File: src/rtl/mem_ctrl_pkg.sv
// Shared types for the memory responder: FSM states, length/source codes,
// RAM data width and the length-to-byte-count decode.
package mem_ctrl_pkg;

   localparam int unsigned RAM_DW = 8;

   typedef enum logic [1:0] {
      ST_IDLE  = 2'd0,
      ST_READ  = 2'd1,
      ST_WRITE = 2'd2,
      ST_DONE  = 2'd3
   } state_e;

   typedef enum logic [1:0] {
      LEN_BYTE = 2'd0,
      LEN_HALF = 2'd1,
      LEN_WORD = 2'd2,
      LEN_RSVD = 2'd3
   } len_e;

   typedef enum logic {
      SRC_IF = 1'b0,
      SRC_LS = 1'b1
   } src_e;

   // Reserved length code behaves as a word access.
   function automatic logic [2:0] len_bytes(input logic [1:0] len);
      case (len)
         LEN_BYTE: return 3'd1;
         LEN_HALF: return 3'd2;
         default:  return 3'd4;
      endcase
   endfunction

endpackage

File: src/rtl/mem_ctrl_if.sv
// CPU request ports and byte-wide RAM bus of the memory responder.
interface mem_ctrl_if #(
   parameter int unsigned ADDR_W = 32
);
   import mem_ctrl_pkg::*;

   logic              if_read;
   logic [ADDR_W-1:0] if_addr;
   logic              if_ready;
   logic [31:0]       if_data;

   logic              ls_read;
   logic              ls_write;
   logic [ADDR_W-1:0] ls_addr;
   logic [1:0]        ls_len;
   logic [31:0]       ls_wdata;
   logic              ls_ready;
   logic [31:0]       ls_rdata;

   logic [ADDR_W-1:0] ram_addr;
   logic              ram_wr;
   logic [RAM_DW-1:0] ram_dout;
   logic [RAM_DW-1:0] ram_din;

   modport slave (
      input  if_read, if_addr, ls_read, ls_write, ls_addr, ls_len, ls_wdata, ram_din,
      output if_ready, if_data, ls_ready, ls_rdata, ram_addr, ram_wr, ram_dout
   );

   modport master (
      output if_read, if_addr, ls_read, ls_write, ls_addr, ls_len, ls_wdata, ram_din,
      input  if_ready, if_data, ls_ready, ls_rdata, ram_addr, ram_wr, ram_dout
   );

endinterface

File: src/rtl/mem_ctrl_ram_byte_seq.sv
// Byte sequencer: walks base..base+n-1 on the RAM port, drives write bytes
// and assembles read bytes little-endian.
module ram_byte_seq
   import mem_ctrl_pkg::*;
#(
   parameter int unsigned ADDR_W  = 32,
   parameter int unsigned RAM_LAT = 1
) (
   input  logic              clk,
   input  logic              reset,
   input  logic              start_i,
   input  logic              active_i,
   input  logic              wr_i,
   input  logic [ADDR_W-1:0] base_i,
   input  logic [2:0]        nbytes_i,
   input  logic [31:0]       wdata_i,
   input  logic [RAM_DW-1:0] ram_din_i,
   output logic [ADDR_W-1:0] ram_addr_o,
   output logic              ram_wr_o,
   output logic [RAM_DW-1:0] ram_dout_o,
   output logic              last_o,
   output logic [31:0]       rdata_o
);

   localparam logic [2:0] LAT = 3'(RAM_LAT);

   logic [2:0]        cnt_q, cnt_d;
   logic [2:0]        n_q, n_d;
   logic [ADDR_W-1:0] base_q, base_d;
   logic [31:0]       wdata_q, wdata_d;
   logic              wr_q, wr_d;
   logic [31:0]       asm_q, asm_d;
   logic [ADDR_W-1:0] addr_q, addr_d;
   logic              ram_wr_q, ram_wr_d;
   logic [RAM_DW-1:0] dout_q, dout_d;
   logic [1:0]        cap_idx;

   // cnt_q equals j at edge E_j; the byte addressed after E_i returns at E_(i+LAT+1).
   always_comb begin
      cnt_d    = cnt_q;
      n_d      = n_q;
      base_d   = base_q;
      wdata_d  = wdata_q;
      wr_d     = wr_q;
      asm_d    = asm_q;
      addr_d   = addr_q;
      ram_wr_d = 1'b0;
      dout_d   = dout_q;
      last_o   = 1'b0;
      cap_idx  = 2'(cnt_q - (LAT + 3'd1));
      if (start_i) begin
         cnt_d    = 3'd1;
         n_d      = nbytes_i;
         base_d   = base_i;
         wdata_d  = wdata_i;
         wr_d     = wr_i;
         asm_d    = '0;
         addr_d   = base_i;
         ram_wr_d = wr_i;
         if (wr_i) dout_d = wdata_i[7:0];
      end else if (active_i) begin
         cnt_d = cnt_q + 3'd1;
         if (cnt_q < n_q) begin
            addr_d   = base_q + ADDR_W'(cnt_q);
            ram_wr_d = wr_q;
            if (wr_q) dout_d = wdata_q[{cnt_q[1:0], 3'b000} +: 8];
         end
         if (!wr_q && cnt_q >= LAT + 3'd1) asm_d[{cap_idx, 3'b000} +: 8] = ram_din_i;
         last_o = wr_q ? (cnt_q == n_q) : (cnt_q == n_q + LAT);
      end else begin
         cnt_d = '0;
      end
      rdata_o = asm_d;
   end

   always_ff @(posedge clk) begin
      if (reset) begin
         cnt_q    <= '0;
         n_q      <= '0;
         base_q   <= '0;
         wdata_q  <= '0;
         wr_q     <= 1'b0;
         asm_q    <= '0;
         addr_q   <= '0;
         ram_wr_q <= 1'b0;
         dout_q   <= '0;
      end else begin
         cnt_q    <= cnt_d;
         n_q      <= n_d;
         base_q   <= base_d;
         wdata_q  <= wdata_d;
         wr_q     <= wr_d;
         asm_q    <= asm_d;
         addr_q   <= addr_d;
         ram_wr_q <= ram_wr_d;
         dout_q   <= dout_d;
      end
   end

   assign ram_addr_o = addr_q;
   assign ram_wr_o   = ram_wr_q;
   assign ram_dout_o = dout_q;

endmodule

File: src/rtl/mem_ctrl.sv
// Memory responder: arbitrates fetch and load/store requests onto a byte-wide
// single-port RAM, handles fetch withdrawal and routes the ready pulses.
module mem_ctrl
   import mem_ctrl_pkg::*;
#(
   parameter int unsigned ADDR_W  = 32,
   parameter int unsigned RAM_LAT = 1
) (
   input logic       clk,
   input logic       reset,
   mem_ctrl_if.slave bus
);

   state_e      state_q, state_d;
   src_e        src_q, src_d;
   logic        abort_q, abort_d;
   logic        if_ready_q, if_ready_d;
   logic        ls_ready_q, ls_ready_d;
   logic [31:0] if_data_q, if_data_d;
   logic [31:0] ls_rdata_q, ls_rdata_d;

   logic              seq_start;
   logic              seq_wr;
   logic [ADDR_W-1:0] seq_base;
   logic [2:0]        seq_n;
   logic              seq_active;
   logic              seq_last;
   logic [31:0]       seq_rdata;

   always_comb begin
      state_d    = state_q;
      src_d      = src_q;
      abort_d    = abort_q;
      if_ready_d = 1'b0;
      ls_ready_d = 1'b0;
      if_data_d  = if_data_q;
      ls_rdata_d = ls_rdata_q;
      seq_start  = 1'b0;
      seq_wr     = 1'b0;
      seq_base   = bus.ls_addr;
      seq_n      = len_bytes(bus.ls_len);
      case (state_q)
         ST_IDLE: begin
            if (bus.ls_write) begin
               seq_start = 1'b1;
               seq_wr    = 1'b1;
               src_d     = SRC_LS;
               state_d   = ST_WRITE;
            end else if (bus.ls_read) begin
               seq_start = 1'b1;
               src_d     = SRC_LS;
               state_d   = ST_READ;
            end else if (bus.if_read) begin
               seq_start = 1'b1;
               seq_base  = bus.if_addr;
               seq_n     = 3'd4;
               src_d     = SRC_IF;
               abort_d   = 1'b0;
               state_d   = ST_READ;
            end
         end
         ST_READ: begin
            // A withdrawn fetch still runs its byte sequence; only the result is dropped.
            if (src_q == SRC_IF && !bus.if_read) abort_d = 1'b1;
            if (seq_last) begin
               state_d = ST_DONE;
               if (src_q == SRC_LS) begin
                  ls_ready_d = 1'b1;
                  ls_rdata_d = seq_rdata;
               end else if (!abort_d) begin
                  if_ready_d = 1'b1;
                  if_data_d  = seq_rdata;
               end
            end
         end
         ST_WRITE: begin
            if (seq_last) begin
               state_d    = ST_DONE;
               ls_ready_d = 1'b1;
            end
         end
         ST_DONE: state_d = ST_IDLE;
         default: state_d = ST_IDLE;
      endcase
   end

   always_ff @(posedge clk) begin
      if (reset) begin
         state_q    <= ST_IDLE;
         src_q      <= SRC_IF;
         abort_q    <= 1'b0;
         if_ready_q <= 1'b0;
         ls_ready_q <= 1'b0;
         if_data_q  <= '0;
         ls_rdata_q <= '0;
      end else begin
         state_q    <= state_d;
         src_q      <= src_d;
         abort_q    <= abort_d;
         if_ready_q <= if_ready_d;
         ls_ready_q <= ls_ready_d;
         if_data_q  <= if_data_d;
         ls_rdata_q <= ls_rdata_d;
      end
   end

   assign seq_active = (state_q == ST_READ) || (state_q == ST_WRITE);

   ram_byte_seq #(
      .ADDR_W  (ADDR_W),
      .RAM_LAT (RAM_LAT)
   ) u_seq (
      .clk        (clk),
      .reset      (reset),
      .start_i    (seq_start),
      .active_i   (seq_active),
      .wr_i       (seq_wr),
      .base_i     (seq_base),
      .nbytes_i   (seq_n),
      .wdata_i    (bus.ls_wdata),
      .ram_din_i  (bus.ram_din),
      .ram_addr_o (bus.ram_addr),
      .ram_wr_o   (bus.ram_wr),
      .ram_dout_o (bus.ram_dout),
      .last_o     (seq_last),
      .rdata_o    (seq_rdata)
   );

   assign bus.if_ready = if_ready_q;
   assign bus.if_data  = if_data_q;
   assign bus.ls_ready = ls_ready_q;
   assign bus.ls_rdata = ls_rdata_q;

endmodule

File: src/flat_wrapper.sv
// flat-port wrapper written by rule: the top's interface ports become plain ports
module mem_ctrl_flat import mem_ctrl_pkg::*;
#(
   parameter int unsigned ADDR_W  = 32,
   parameter int unsigned RAM_LAT = 1
)
  (clk, reset, bus_if_read, bus_if_addr, bus_ls_read, bus_ls_write, bus_ls_addr, bus_ls_len, bus_ls_wdata, bus_ram_din, bus_if_ready, bus_if_data, bus_ls_ready, bus_ls_rdata, bus_ram_addr, bus_ram_wr, bus_ram_dout);
  mem_ctrl_if #(.ADDR_W(ADDR_W)) bus_i ();
  input logic clk;
  input logic reset;
  input wire logic [$bits(bus_i.if_read)-1:0] bus_if_read;
  input wire logic [$bits(bus_i.if_addr)-1:0] bus_if_addr;
  input wire logic [$bits(bus_i.ls_read)-1:0] bus_ls_read;
  input wire logic [$bits(bus_i.ls_write)-1:0] bus_ls_write;
  input wire logic [$bits(bus_i.ls_addr)-1:0] bus_ls_addr;
  input wire logic [$bits(bus_i.ls_len)-1:0] bus_ls_len;
  input wire logic [$bits(bus_i.ls_wdata)-1:0] bus_ls_wdata;
  input wire logic [$bits(bus_i.ram_din)-1:0] bus_ram_din;
  output wire logic [$bits(bus_i.if_ready)-1:0] bus_if_ready;
  output wire logic [$bits(bus_i.if_data)-1:0] bus_if_data;
  output wire logic [$bits(bus_i.ls_ready)-1:0] bus_ls_ready;
  output wire logic [$bits(bus_i.ls_rdata)-1:0] bus_ls_rdata;
  output wire logic [$bits(bus_i.ram_addr)-1:0] bus_ram_addr;
  output wire logic [$bits(bus_i.ram_wr)-1:0] bus_ram_wr;
  output wire logic [$bits(bus_i.ram_dout)-1:0] bus_ram_dout;
  assign bus_i.if_read = bus_if_read;
  assign bus_i.if_addr = bus_if_addr;
  assign bus_i.ls_read = bus_ls_read;
  assign bus_i.ls_write = bus_ls_write;
  assign bus_i.ls_addr = bus_ls_addr;
  assign bus_i.ls_len = bus_ls_len;
  assign bus_i.ls_wdata = bus_ls_wdata;
  assign bus_i.ram_din = bus_ram_din;
  assign bus_if_ready = bus_i.if_ready;
  assign bus_if_data = bus_i.if_data;
  assign bus_ls_ready = bus_i.ls_ready;
  assign bus_ls_rdata = bus_i.ls_rdata;
  assign bus_ram_addr = bus_i.ram_addr;
  assign bus_ram_wr = bus_i.ram_wr;
  assign bus_ram_dout = bus_i.ram_dout;
  mem_ctrl #(.ADDR_W(ADDR_W), .RAM_LAT(RAM_LAT)) u_core (.clk(clk), .reset(reset), .bus(bus_i));
endmodule
File: config.mk
export PLATFORM = sky130hd
export DESIGN_NAME = mem_ctrl_flat
export DESIGN_NICKNAME = d
export VERILOG_FILES = /design/src/rtl/mem_ctrl_pkg.sv /design/src/rtl/mem_ctrl_if.sv /design/src/rtl/mem_ctrl_ram_byte_seq.sv /design/src/rtl/mem_ctrl.sv /design/src/flat_wrapper.sv
export SDC_FILE = /design/constraint.sdc
export NUM_CORES = 1
export LEC_CHECK = 0
export ABC_AREA = 1
export CELL_PAD_IN_SITES_DETAIL_PLACEMENT = 1
export CELL_PAD_IN_SITES_GLOBAL_PLACEMENT = 2
export CORE_MARGIN = 5
export CORE_UTILIZATION = 30
export DETAILED_ROUTE_END_ITERATION = 12
export PLACE_DENSITY = 0.87
export SLEW_MARGIN = 10
export SYNTH_ARGS = -nofsm -noshare
export SYNTH_HDL_FRONTEND = slang
export SYNTH_SLANG_ARGS = --single-unit
File: constraint.sdc
create_clock -name clk -period 5.1 [get_ports clk]
set_clock_uncertainty 0.1 [all_clocks]
set_input_delay 1.275 -clock clk [delete_from_list [all_inputs] [get_ports clk]]
set_output_delay 1.275 -clock clk [all_outputs]
set_load 0.03 [all_outputs]
* After elaboration in Yosys (flattened, before gate mapping) *
Index checks and enable logic that the tools add are counted.
W data, S select, Z words.

word-level totals
  bits in registers = 214
  bits of input ports = 111
  output and inout bits = 107
  logic and storage cells = 119

operators by class
  equal/unequal tests = 12
  reductions and logical operators = 22
  multiplexer cells = 53
  shifts and indexed selects = 3
  add/subtract/negate cells = 5
  magnitude comparators = 2
  bitwise gates (word level) = 5

operators by type and width
  operator                  count
  $mux W32                  10
  $mux W8                   5
  $add A32 B3 Y32           1
  $bwmux W32                1
  $shift A8 B7 Y32 const A  1
  $shiftx A32 B6 Y8         1
  $shiftx A8 B7 Y32         1
  $mux W1                   25
  $mux W3                   4
  $reduce_and A4 Y1         3
  $mux W2                   4
  $ne A2 B2 Y1 const B      4
  $reduce_bool A2 Y1        4
  $neg A5 Y7                1
  $add A3 B1 Y3 const B     2
  $eq A3 B3 Y1              2
  $pmux W2 S3               1
  $pmux W3 S2               1
  $reduce_and A2 Y1         3
  $not A1 Y1                5
  $eq A2 B1 Y1 const B      2
  $eq A2 B2 Y1 const B      2
  $logic_not A2 Y1          2
  $ne A4 B4 Y1 const B      1
  13 further kinds          16

* Longest topological paths before layout *
  depth in word-level cells = 7
  depth in mapped cells = 16
  mapped depth without buffers = 15

* By module *
A second synthesis with hierarchy kept.

second synthesis, totals
  cell total of the unflattened synthesis = 1,557
  area total of the unflattened synthesis = 10,672.7 µm²

modules (own cells, without submodules)
  module        area an instance (µm²)  cells an instance  sequential area each (µm²)  times used
  ram_byte_seq  7,333.3                 1,073              2,882.8                     1
  mem_ctrl      3,339.5                 484                1,401.3                     1

* Worst setup path before layout *
No wires, ideal clock.

  kind = input-to-reg
  from = in bus_ls_read
  to = reg u_core.ls_rdata_q[6] (netlist: u_core.bus.ls_rdata[6])
  data required time = 4.887 ns
  setup slack = 2.593 ns
  cell stages on the path = 10
  library setup time = 0.113 ns
  buffers on the path = 2
  data arrival time = 2.295 ns
  cell sequence = inv_1 > nand2_2 > nand2_2 > nand2_1 > nor2_2 > nand4_2 > buf_6 > buf_4 > nor2_1 > nor2_1

on the way
  word-level cells in the longest chain between the ends = 5
  elaborated cells between the ends (all ways) = 6
  classes of those cells = 5 x mux; 1 x reduce/logical

RTL lines
  item                         RTL line                     RTL
  from (decl)                  flat_wrapper.sv:13           input wire logic [$bits(bus_i.ls_read)-1:0] bus_ls_read;
  $mux W1 *                    mem_ctrl.sv:49               end else if (bus.ls_read) begin
  $mux W1 *                    mem_ctrl.sv:44               if (bus.ls_write) begin
  $mux W1 *                    mem_ctrl.sv:42               case (state_q)
  $mux W1                      mem_ctrl_ram_byte_seq.sv:51  if (start_i) begin
  $reduce_and A3 Y1 (no line)  n/a
  to (signal assigned)         mem_ctrl.sv:103              ls_rdata_q <= ls_rdata_d;
  to (decl)                    mem_ctrl.sv:20               logic [31:0] ls_rdata_q, ls_rdata_d;

Mark *: on every way between the ends. The rest lies on a longest branch, timed or not.
A chain may end at the register's enable or synchronous reset.

* Worst setup path after layout *
  from = in bus_ls_write
  to = reg u_core.ls_rdata_q[12] (netlist: u_core.bus.ls_rdata[12])

on the way
  word-level cells in the longest chain between the ends = 4
  elaborated cells between the ends (all ways) = 5
  classes of those cells = 4 x mux; 1 x reduce/logical

RTL lines
  item                         RTL line                     RTL
  from (decl)                  flat_wrapper.sv:14           input wire logic [$bits(bus_i.ls_write)-1:0] bus_ls_write;
  $mux W1 *                    mem_ctrl.sv:44
  $mux W1 *                    mem_ctrl.sv:42
  $mux W1                      mem_ctrl_ram_byte_seq.sv:51
  $reduce_and A3 Y1 (no line)  n/a

Marks and branches as above.

==> results.cfg <==
[place]
dp_hpwl_mm = 26.2
numPortBuffers = 217
finalWeightedCongestion = 0.822
dpl_cell_area_um2 = 13000

[worst_hold_path]
hold_class = flip-flop to flip-flop

[detailed_routing]
wirelength_mm = 36.2
wire_per_inst_um = 16.1
vias = 10685
drtPass1Iterations = 5
route.detailed.drc = 0
drt_iter0_drc = 419
ant_nets = 0
viasPerCell = 4.74

[critical_path]
arrival_ps = 4060
required_ps = 5410
cp-start-kind = primary input
cp_max_fo = 32
path_class = primary input to flip-flop
end_kind = flip-flop

[finish]
post-route-util = 0.401
area_growth_pct = 31.1
n_antenna_cell = 0
fin_nets = 1908
fill_cells = 4463
fin_area_um2 = 13900
drive_above_1_share = 0.0478

[floorplan]
die_w_um = 198
rows = 68
io_pins = 218
core_region_area_um2 = 34700
die_h_um = 198
start_util = 0.306
die_area_um2 = 39200

[sta]
rsz0062_at_grt = false
max_slew_margin = 0.304
fmax_ghz = 0.267
hold_viol = 0
tightest_slew_ps = 1040
setup_viol_count_final = 0
min_period_over_period = 0.734
finalCriticalPeriod_ps = 3740
setup_tns_ps = 0
drv_slew = 0

[power_and_ir_drop]
power_mw = 6.69
powerDensity_nw_per_um2 = 481
peakVddDrop_mv = 0.290
p_leak_nw = 6.22

[synth]
ys_seq_area_frac = 0.404
synth-edff-count = 0
syn-num-nets = 1733
synth_area_um2 = 10600
synthArstFlopShare = 0
synth_warnings = 0
ys_types = 44
synth_ff_type = dfxtp_1
avgSynthCellArea_um2 = 6.61
ys_ff_latch = 214
synth_cells = 1604

[cts]
cts_tree = yes
cts_repair_resize_count = 0
cts-root-buf = clkbuf_16
htreeDepth = 1
cts_setup_buffers = 0
ctsHoldBuffers = 0
clkSlewWorstSetupHoldPaths_ps = 60
cts_inserted_buffers = 26
clockBufferDepth = 3
cts.sinks = 214
clock_latency_ps = 530

[global_route]
globalRoute.totalOverflow = 0
antenna_found_initial = 0
grt_use_total = 0.182
grt_max_degree = 99
grt_pass1_vias = 10997
grt_first_pass_wirelength_mm = 58.6

[outcome]
status = finished, final reports clean

[flow_run]
drv_cap = 0
-- synthesized netlist by cell type (3+ instances only) --
cell type / n / share of area
a21boi_0: 8 / 0.0057
buf_6: 12 / 0.013
o21ai_1: 16 / 0.0076
a21oi_1: 103 / 0.049
nand2_2: 5 / 0.0029
nor3b_1: 7 / 0.0050
dfxtp_1: 214 / 0.40
buf_2: 24 / 0.011
o21ai_0: 117 / 0.055
or2_2: 4 / 0.0024
a31oi_1: 11 / 0.0065
o21bai_1: 14 / 0.0099
nand3_2: 3 / 0.0028
nor3_1: 42 / 0.020
inv_1: 219 / 0.078
nand3_1: 39 / 0.018
nand4_1: 10 / 0.0059
o21a_1: 4 / 0.0028
nand2_1: 324 / 0.11
ha_1: 17 / 0.020
buf_4: 14 / 0.0099
nor2_1: 325 / 0.12
o22ai_1: 9 / 0.0053
clkbuf_1: 32 / 0.011
nor3b_2: 4 / 0.0047
-- layer usage --
metal | track usage | vias up | wire, um
li1 | - | 5359 | -
met1 | 0.246 | 5109 | 16900
met2 | 0.311 | 183 | 17200
met3 | 0.0293 | 34 | 1600
met4 | 0.0314 | 0 | 533
met5 | 0 | - | 0
-- path summary, 6_finish.rpt --
path                                        start  slack, ps                                    to  cells past startpoint
max reg2reg        u_core.state_q[0]$_SDFFE_PP0P_       1900  u_core.bus.ls_rdata[12]$_SDFFE_PP0P_                      9
min reg2reg  u_core.u_seq.wdata_q[8]$_SDFFE_PP0P_        360  u_core.u_seq.wdata_q[8]$_SDFFE_PP0P_                      2
min          u_core.u_seq.wdata_q[8]$_SDFFE_PP0P_        360  u_core.u_seq.wdata_q[8]$_SDFFE_PP0P_                      2
max                                  bus_ls_write       1360  u_core.bus.ls_rdata[12]$_SDFFE_PP0P_                     10
-- cells by family (layout without fill, tap and decap cells) --
logic type	after synthesis	after routing	share of synthesized area
AOI/OAI and AO/OA	290	290	0.148
xor gates and xnor gates	2	2	0.00165
adders and majority gates	18	18	0.0219
buffers and inverters	309	504	0.126
DFF	214	214	0.404
and+or+nand+nor	771	771	0.298
-- power breakdown --
group	leakage [nW]	internal (mW)	total (mW)	switching, mW
Combinational	4.02	0.867	2.56	1.69
Sequential	1.75	1.98	2.18	0.199
Clock	0.451	1.22	1.95	0.736
Total	6.22	4.07	6.69	2.63
-- flip-flops by register name, summed over array words and instances, names as in the netlist, 2 cells and up --
name,count
u_core.u_seq.n_q,3
u_core.bus.if_data,32
u_core.u_seq.ram_dout_o,8
u_core.state_q,2
u_core.u_seq.ram_addr_o,32
u_core.u_seq.cnt_q,3
u_core.u_seq.wdata_q,32
u_core.bus.ls_rdata,32
u_core.u_seq.asm_q,32
u_core.u_seq.base_q,32
-- cells in the final DEF, fill, tap and decap left out, drive strengths merged, types with 8 or more instances in the layout --
master         synthesis  routed
buf                   52      16
o22ai                  9       9
clkinv                 3       8
inv                  221     221
a21oi                103     103
nand3                 42      42
nand2                329     329
clkbuf                33      39
nor2                 328     328
clkdlybuf4s50          0     216
o21ai                134     134
nor3b                 11      11
o21bai                14      14
nor3                  42      42
ha                    17      17
a21boi                 8       8
dfxtp                214     214
a31oi                 11      11
nand4                 12      12
-- critical path, stage by stage --
cell and delay, ps:
clkdlybuf4s50_1 490, inv_2 100, nand2_2 70, nand2_2 100
nand2_4 200, nor2_2 300, nand4_2 760, buf_4 510
o21ai_0 180, nor2_1 60
-- through the flow --
| step | worst slack [ps] | hold slack (ps) | instances |
|---|---|---|---|
| 2_1_floorplan | 2590 | 331 | 1604 |
| 4_1_cts | 1320 | 359 | 2254 |
| 3_5_place_dp | 766 | 351 | 2206 |
| 5_1_grt | 1090 | 387 | 2254 |
| 3_3_place_gp | 876 | 346 | 2206 |
| 6_report | 1360 | 360 | 2254 |
-- area by class of cell --
cell class,instances,area [um2],area share
clock buffers,39,791,0.0569
inverters,224,843,0.0606
flip-flops and latches,214,4280,0.308
well taps,455,569,0.0409
repair buffers,232,2290,0.165
clock inverters,9,123,0.00882
multi-input cells,1081,5000,0.360
Power figures use the tool's default switching activity.
